===== config.mk =====
export PLATFORM = sky130hd
export DESIGN_NAME = esdi_drive_cmd_responder
export DESIGN_NICKNAME = d
export VERILOG_FILES = /design/src/rtl/esdi_pkg.sv /design/src/rtl/esdi_input_sync.sv /design/src/rtl/esdi_drive_cmd_responder.sv
export SDC_FILE = /design/constraint.sdc
export NUM_CORES = 1
export LEC_CHECK = 0
export BUFFER_PORTS_ARGS = -buffer_cell sky130_fd_sc_hd__buf_4
export CORE_UTILIZATION = 35
export CTS_CLUSTER_DIAMETER = 50
export DETAILED_ROUTE_END_ITERATION = 8
export GPL_TIMING_DRIVEN = 0
export HOLD_SLACK_MARGIN = 0.12
export PLACE_DENSITY = 0.5
export SYNTH_ARGS = -nofsm -noshare
export SYNTH_HDL_FRONTEND = slang
export SYNTH_HIERARCHICAL = 1
export SYNTH_SLANG_ARGS = --single-unit

===== constraint.sdc =====
create_clock -name aclk -period 2.3 [get_ports aclk]
set_input_delay 0.115 -clock aclk [delete_from_list [all_inputs] [get_ports aclk]]
set_output_delay 0.115 -clock aclk [all_outputs]
set_load 0.02 [all_outputs]

===== src/rtl/esdi_pkg.sv =====
// esdi_pkg: shared constants, responder states and opcode helper for the ESDI command responder.
package esdi_pkg;
    localparam int FRAME_BITS = 17;
    localparam logic [3:0] OP_REQ_STATUS = 4'h0;
    localparam logic [3:0] OP_REQ_CONFIG = 4'h1;

    typedef enum logic [2:0] {
        S_IDLE,
        S_RX_REL,
        S_RX_WAIT,
        S_DISPATCH,
        S_BUSY,
        S_RESP_WAIT,
        S_TX_WAIT,
        S_TX_REL
    } state_t;

    function automatic logic is_query(input logic [3:0] opcode);
        return opcode == OP_REQ_STATUS || opcode == OP_REQ_CONFIG;
    endfunction
endpackage


===== src/rtl/esdi_input_sync.sv =====
// esdi_input_sync: STAGES-deep synchroniser for an asynchronous ESDI line, resetting to the idle-high level.
module esdi_input_sync #(
    parameter int STAGES = 3
) (
    input  logic aclk,
    input  logic areset,
    input  logic d,
    output logic q
);
    logic [STAGES-1:0] ff;

    always_ff @(posedge aclk) begin
        if (areset) ff <= '1;
        else ff <= STAGES'({ff, d});
    end

    assign q = ff[STAGES-1];
endmodule


===== src/rtl/esdi_drive_cmd_responder.sv =====
// esdi_drive_cmd_responder: drive-side ESDI serial command receiver and status/config response transmitter.
// Optional ESDI_RESP_PARITY_INJECT_EN adds inject_parity_err to corrupt the transmitted response parity.
module esdi_drive_cmd_responder
    import esdi_pkg::*;
#(
    parameter int DATA_SETUP  = 6,
    parameter int SYNC_STAGES = 3,
    parameter int BIT_TIMEOUT = 1_000_000
) (
    input  logic        aclk,
    input  logic        areset,
    input  logic        esdi_transfer_req,
    input  logic        esdi_command_data,
    output logic        esdi_transfer_ack,
    output logic        esdi_confstat_data,
    output logic        esdi_command_complete,
    output logic        esdi_attention,
    output logic        esdi_ready,
    output logic        cmd_valid,
    input  logic        cmd_ready,
    output logic [15:0] cmd_data,
    output logic        cmd_parity_err,
    input  logic        resp_valid,
    output logic        resp_ready,
    input  logic [15:0] resp_data,
    input  logic        cmd_done,
    input  logic        attention_set,
    input  logic        attention_clr,
`ifdef ESDI_RESP_PARITY_INJECT_EN
    input  logic        inject_parity_err,
`endif
    input  logic        drive_ready
);
    localparam int TW = $clog2(BIT_TIMEOUT + 1);
    localparam int SW = $clog2(DATA_SETUP + 2);

    logic req_s, data_s, inj, perr_acc, timed_out;
    state_t state, prev;
    logic [16:0] shift, tx;
    logic [4:0] bit_cnt;
    logic [SW-1:0] sc;
    logic [TW-1:0] tcnt;

    esdi_input_sync #(.STAGES(SYNC_STAGES)) u_req_sync (
        .aclk(aclk), .areset(areset), .d(esdi_transfer_req), .q(req_s)
    );
    esdi_input_sync #(.STAGES(SYNC_STAGES)) u_data_sync (
        .aclk(aclk), .areset(areset), .d(esdi_command_data), .q(data_s)
    );

`ifdef ESDI_RESP_PARITY_INJECT_EN
    assign inj = inject_parity_err;
`else
    assign inj = 1'b0;
`endif

    assign cmd_data = shift[16:1];
    assign cmd_parity_err = (~^shift[16:1]) != shift[0];
    assign perr_acc = state == S_DISPATCH && cmd_ready && cmd_parity_err;
    // tcnt is only meaningful once prev has caught up with state
    assign timed_out = (state inside {S_RX_WAIT, S_RX_REL, S_TX_WAIT, S_TX_REL}) && state == prev
                       && tcnt == TW'(BIT_TIMEOUT - 1);

    always_ff @(posedge aclk) begin
        if (areset) begin
            state <= S_IDLE;
            prev <= S_IDLE;
            shift <= '0;
            tx <= '0;
            bit_cnt <= '0;
            sc <= '0;
            tcnt <= '0;
            esdi_transfer_ack <= 1'b1;
            esdi_confstat_data <= 1'b1;
            esdi_command_complete <= 1'b0;
            cmd_valid <= 1'b0;
            resp_ready <= 1'b0;
        end else begin
            prev <= state;
            tcnt <= (state != prev) ? '0 : tcnt + TW'(1);
            if (timed_out) begin
                state <= S_IDLE;
                esdi_transfer_ack <= 1'b1;
                esdi_confstat_data <= 1'b1;
                esdi_command_complete <= 1'b0;
            end else begin
                case (state)
                    S_IDLE, S_RX_WAIT: if (!req_s) begin
                        shift <= {shift[15:0], !data_s};
                        bit_cnt <= (state == S_IDLE) ? 5'd1 : bit_cnt + 5'd1;
                        esdi_transfer_ack <= 1'b0;
                        if (state == S_IDLE) esdi_command_complete <= 1'b1;
                        state <= S_RX_REL;
                    end
                    S_RX_REL: if (req_s) begin
                        esdi_transfer_ack <= 1'b1;
                        cmd_valid <= bit_cnt == 5'(FRAME_BITS);
                        state <= (bit_cnt == 5'(FRAME_BITS)) ? S_DISPATCH : S_RX_WAIT;
                    end
                    S_DISPATCH: if (cmd_ready) begin
                        cmd_valid <= 1'b0;
                        if (cmd_parity_err) begin
                            esdi_command_complete <= 1'b0;
                            state <= S_IDLE;
                        end else if (is_query(cmd_data[15:12])) begin
                            resp_ready <= 1'b1;
                            state <= S_RESP_WAIT;
                        end else state <= S_BUSY;
                    end
                    S_BUSY: if (cmd_done) begin
                        esdi_command_complete <= 1'b0;
                        state <= S_IDLE;
                    end
                    S_RESP_WAIT: if (resp_valid) begin
                        resp_ready <= 1'b0;
                        tx <= {resp_data, ~^resp_data ^ inj};
                        bit_cnt <= '0;
                        sc <= '0;
                        esdi_confstat_data <= !resp_data[15];
                        state <= S_TX_WAIT;
                    end
                    S_TX_WAIT: begin
                        esdi_confstat_data <= !tx[16];
                        if (!req_s) begin
                            if (sc == SW'(DATA_SETUP)) begin
                                esdi_transfer_ack <= 1'b0;
                                state <= S_TX_REL;
                            end else sc <= sc + SW'(1);
                        end else sc <= '0;
                    end
                    S_TX_REL: if (req_s) begin
                        esdi_transfer_ack <= 1'b1;
                        tx <= {tx[15:0], 1'b0};
                        bit_cnt <= bit_cnt + 5'd1;
                        sc <= '0;
                        if (bit_cnt == 5'(FRAME_BITS - 1)) begin
                            esdi_confstat_data <= 1'b1;
                            esdi_command_complete <= 1'b0;
                            state <= S_IDLE;
                        end else begin
                            esdi_confstat_data <= !tx[15];
                            state <= S_TX_WAIT;
                        end
                    end
                    default: state <= S_IDLE;
                endcase
            end
        end
    end

    always_ff @(posedge aclk) begin
        if (areset) begin
            esdi_attention <= 1'b1;
            esdi_ready <= 1'b1;
        end else begin
            esdi_attention <= (attention_set || perr_acc) ? 1'b0 : attention_clr ? 1'b1 : esdi_attention;
            esdi_ready <= !drive_ready;
        end
    end
endmodule

# == Word-level counts from Yosys, hierarchy flattened ==
# Cells that the tools add are included.
# word_totals
ff_bits,81
latchBits,0
ramBits,0
rom_bits,0
input_bits,26
output_inout_bits,24
n_memories,0
# op_classes
n_addsub,3
mul,0
div,0
order_cmp,0
eq_ne,30
n_shift,0
mux,53
bitwise,2
reduce_logical,38
# ops
cell,count
two-way mux 3 bit,14
two-way mux 17 bit,2
case mux 17 bit (2 select lines),1
XNOR reduction 16 bit,2
two-way mux 1 bit,24
case mux 3 bit (7 select lines),1
adder 20 x 1 -> 20 bit (second input constant),1
equality test 20 bit (second input constant),1
two-way mux 5 bit,4
!= test 2 bit (second input constant),8
AND reduction 8 bit,2
equality test 3 bit (second input constant),5
case mux 5 bit (3 select lines),1
AND reduction 5 bit,3
!= test 2 x 1 -> 1 bit (second input constant),6
equality test 5 bit (second input constant),2
case mux 3 bit (3 select lines),1
nonzero test 3 bit,3
AND reduction 4 bit,2
nonzero test 2 bit,4
nonzero test 4 bit,2
OR reduction 2 bit,4
equality test 3 x 2 -> 1 bit (second input constant),2
case mux 1 bit (3 select lines),2
other kinds (18),29

# == Longest topological paths before layout ==
# logic_depth
word_depth,6
ltp_mapped,9
ltp_nobuf,7

# == Modules after synthesis ==
# Netlist, hierarchy kept.
# modules_own_cells
module,instances,cells_per_inst,area_per_inst_um2,seq_area_each_um2
esdi_drive_cmd_responder,1,490,4290.4,1501.4
esdi_input_sync,2,6,78.8,60.1

# == Worst setup path before layout ==
# OpenSTA, ideal clock, no wires.
# synth_path
path_type,register to register
from,register state[2]
to,register shift[1]
setup_ns,0.070
t_arrival_ns,1.968
slack_ns,0.261
path_stages_with_launch,10
path_buffers,3
period_less_slack_ns,2.039
cell_sequence,dfxtp_1 > buf_4 > inv_2 > ha_1 > clkbuf_1 > inv_1 > nor2_1 > clkbuf_1 > nand3_1 > a21oi_1
# synth_between
elab_chain_len,6
word_cells_on_any_way,12
classes_between,5 x eq/ne; 1 x bitwise; 6 x reduce/logical
# synth_lines
element,line,text
from (decl),esdi_drive_cmd_responder.sv:38,"state_t state, prev;"
from (signal assigned),esdi_drive_cmd_responder.sv:98,state <= (bit_cnt == 5'(FRAME_BITS)) ? S_DISPATCH : S_RX_WAIT;
equality test 3 x 2 -> 1 bit (tied with other cells),"esdi_drive_cmd_responder.sv:61, esdi_drive_cmd_responder.sv:87",
nonzero test 4 bit,esdi_drive_cmd_responder.sv:61,"assign timed_out = (state inside {S_RX_WAIT, S_RX_REL, S_TX_WAIT, S_TX_REL}) && state == prev"
logical AND 1 bit,esdi_drive_cmd_responder.sv:61,
logical AND 1 bit,esdi_drive_cmd_responder.sv:62,&& tcnt == TW'(BIT_TIMEOUT - 1);
NOT 1 bit (no line),--,
AND reduction 3 bit (no line) *,--,
to (signal assigned),esdi_drive_cmd_responder.sv:89,"shift <= {shift[15:0], !data_s};"
to (decl),esdi_drive_cmd_responder.sv:39,"logic [16:0] shift, tx;"
# Mark *: on every way between the ends. The rest lies on a longest branch, timed or not.
# A chain may end at the register's enable or synchronous reset.

# == Worst setup path in the final report ==
# layout_path
from,register shift[15]
to,output port cmd_parity_err
# layout_between
elab_chain_len,2
# layout_lines
element,line,text
XNOR reduction 16 bit,esdi_drive_cmd_responder.sv:58,assign cmd_parity_err = (~^shift[16:1]) != shift[0];
!= test 1 bit,esdi_drive_cmd_responder.sv:58,
to (decl),esdi_drive_cmd_responder.sv:22,"output logic cmd_parity_err,"
# Every way passes these cells.

==> summary by stage <==
Clock network
The clock latency on the worst-skew pair is 340 ps. The H-tree was split into 3 levels. The CTS clock-pin slew for the worst setup and hold paths is 60 ps. The number of buffers created by CTS is 9. The clock passes through at most 2 buffers. TritonCTS built the clock tree.

The clock root buffer master is clkbuf_16. Counting every sink on the clock net gives 81.

Setup path
The internal reg-to-reg setup slack is 130 ps. For the worst setup path, the data required time is 2180 ps. The master of the slowest instance on the critical path is xnor3_2.

The startpoint type of the worst setup path is a register. The worst setup path is captured at an output pin. Data arrives at the worst endpoint at 2120 ps. In this run the worst setup path begins at shift[15]$_SDFFE_PP0P_. The critical path goes through inv_1, ha_1, xnor3_1, xnor3_1, xnor3_2, inv_2, buf_6. The class of the most critical setup path is register to output pin. The largest stage delay on the critical path is 410 ps. By instance count, the cell type seen most on the critical path is xnor3_1. The maximum fanout along the worst path is 4.

The startpoint of the most critical register-to-register path is tcnt[6]$_SDFF_PP0_.

Yosys
In this run the cell area of the synthesized design comes to 4450 sq um. The flip-flop and latch count after synthesis is 81. The net count of the mapped netlist is 540. The sequential area share after synthesis is 36.5%. The share of synthesized flip-flops with an asynchronous set or reset is 0%. Yosys attributes the largest share of cell area to dfxtp_1, xnor2_1, mux2i_1. The portion of synthesized cell area occupied by the leading cell type is 36.5%. Summed over all instances, the cell type with the most area after synthesis is dfxtp_1. The post-synthesis cell count is 502. The number of warning messages in the yosys log is 6. The most common cell in the netlist is dfxtp_1. Synthesis instantiated 63 different standard cells from the library.

A synthesized cell averages 8.86 sq um. Among all flip-flop cells after synthesis, the most frequent one is dfxtp_1. Sorting the synthesized cells by how often they occur yields dfxtp_1, a21oi_1, nor2_1, xnor2_1, nand3_1. Counting flops with a built-in enable in the synthesized netlist gives 0.

Global routing
The overall overflow remaining after global route is 0. The via count of the first global-routing pass was 3614. The total routing usage reported by global routing is 17.9%.

The first global-routing pass estimated 18300 um of wire. The number of antenna violations at the first check in global routing is 0. The maximum number of pins on one net before global-route repair is 14.

Place
Counting tap cells, the placed design contains a total of 719 instances. The worst setup slack after placement is -278 ps. During placement, the flow inserted port buffers numbering 49. The placer congestion estimate is 0.832. The half-perimeter wire length after detailed placement is 7960 um.

Final layout
0 antenna diodes ended up in the layout. Relative to the synthesized area, the layout overhead comes to 24.7%. The final layout contains 614 nets. The final instance count without filler cells is 749. The area taken by flip-flops and latches is 1630 sq um.

The area used by multi-input combinational logic is 2530 sq um. Counting the fill cells in the layout gives 1238. The share of layout cells above drive strength 1 is 23.9%.

Route
Summed over all layers, the routed wires come to 11200 um. For this block, the initial DRC count from the detailed router was 174. The detail-routed net length per standard cell is 14.9 um. The routed layout has 3871 vias. Once detail routing completed, the nets flagged for antenna violations numbered 0. The via density per instance is 5.17. Before antenna repair, the detailed router went through 4 iterations.

After detailed routing, the number of remaining DRC violations is 0.

Timing
The worst-margin pin slew is 692 ps. The maximum clock skew at final layout is 4.68 ps. The setup TNS is 0 ps. Setup violations remaining at the end of the flow were counted as 0. Based on the critical path, the design can be clocked at up to 448 MHz. The worst max-slew margin expressed relative to the limit is 53.9%.

The final period utilization is 97.0%. The worst path needs 2230 ps of the cycle, external delays included. The number of failing hold endpoints at the final stage came to 0. Across all hold checks on the routed design, the worst slack comes to 148 ps. The final number of max-transition violations is 0. The minimum setup slack in the final design is 68.1 ps.

Job
The number of max-capacitance violations reported is 0.

Floorplan
The count of pins on the block boundary is 50. The overall die area is 13200 sq um. The die extent in y is 115 um. Once the floorplan was initialized, standard cells occupied 36.4% of the core. Row generation in the floorplan step produced 40 rows. The region available for standard cell placement spans 12200 sq um. The die boundary width is 115 um.

Pwr
The power density over the cells is 595 nW/um^2. Across the VDD grid, the largest voltage drop is 276 uV. The cell leakage power is 0.00214 uW.

Run status
The run finished with clean final reports.

Hold path
The path category of the worst min-delay check is primary input to register. In this run the most critical hold path is launched from resp_data[1].
-- power by group --
part,switching [uW],internal [uW]
combinational,201,149
sequential,23.2,1430
clock,576,928
total,800,2500
-- registers in the layout (all words and copies together) (netlist names) --
| name | flops |
|---|---|
| resp_ready | 1 |
| cmd_valid | 1 |
| prev | 3 |
| sc | 3 |
| tcnt | 20 |
| esdi_confstat_data | 1 |
| tx | 17 |
| u_data_sync/ff | 3 |
| u_req_sync/ff | 3 |
| esdi_transfer_ack | 1 |
| state | 3 |
| esdi_command_complete | 1 |
| esdi_attention | 1 |
| esdi_ready | 1 |
| shift | 17 |
| bit_cnt | 5 |
-- repair_timing --
action | in CTS | in global routing
pin swaps | 0 | 2
gates resized for setup | 6 | 33
setup endpoints to repair | 40 | 44
hold endpoints to repair | 8 | 0
buffers inserted | 0 | 6
hold buffers | 8 | 0
-- layout make-up --
class                   instances  area share [%]
multi-input cells             352            45.6
flip-flops and latches         81            29.3
repair buffers                 63            8.96
plain buffers                  49            5.26
clock buffers                  12            4.80
well taps                     168            3.79
inverters                      20            1.38
clock inverters                 4           0.902
-- cell usage in the layout (no fill, tap or decap), types with 9 or more instances in the layout --
| cell | instances |
|---|---|
| xnor2_1 | 33 |
| nand2_1 | 24 |
| buf_4 | 75 |
| inv_1 | 17 |
| clkbuf_16 | 9 |
| mux2i_1 | 19 |
| ha_1 | 12 |
| clkbuf_1 | 13 |
| a211oi_2 | 12 |
| dfxtp_1 | 79 |
| nor2_1 | 31 |
| xor2_1 | 10 |
| nand3_1 | 28 |
| a31oi_1 | 21 |
| o21ai_1 | 17 |
| nor3_1 | 9 |
| o21ai_0 | 11 |
| a21oi_1 | 32 |
| a211oi_1 | 9 |
-- critical path: cells and delay by family (launching register included) --
family                   cells  cell delay (ps)
flip-flops                   1              360
XOR/XNOR                     3              870
adder cells (fa/ha/maj)      1              290
buffers and inverters        3              240
-- metal layers --
| layer | vias up | global-route usage, % | part of all wire, % |
|---|---|---|---|
| met3 | 14 | 2.37 | 3.9 |
| met2 | 79 | 28.7 | 45 |
| met4 | 0 | 9.00 | 1.8 |
| met1 | 1825 | 23.6 | 49 |
| met5 | - | 0 | 0 |
| li1 | 1953 | - | - |
-- per-stage QoR --
stage | util (%) | total power (uW) | area, sq um
after CTS | 44.6 | 3340 | 5440
after floorplan | - | 1690 | 4450
after global placement | 41.2 | 1800 | 5030
after detailed placement | 41.2 | 1810 | 5030
final | 45.4 | 3300 | 5550
after global routing | 45.4 | 3440 | 5550
-- kinds of logic after synthesis --
| kind of cell | synth area share, % |
|---|---|
| muxes | 4.78 |
| buffers and inverters | 7.90 |
| adders and majority gates | 3.38 |
| DFF | 36.5 |
| AOI/OAI and AO/OA | 21.0 |
| xor gates and xnor gates | 9.99 |
| and+or+nand+nor | 16.5 |
-- worst paths after layout --
| kind | to | cells after the start |
|---|---|---|
| worst max register to register | tx[13]$_SDFFE_PP0P_ | 6 |
| worst max-delay path | cmd_parity_err | 7 |
| worst min-delay path | tx[2]$_SDFFE_PP0P_ | 3 |
| worst min register to register | u_data_sync/ff[2]$_SDFF_PP1_ | 1 |
No activity file was read; power rests on OpenSTA's default activity.
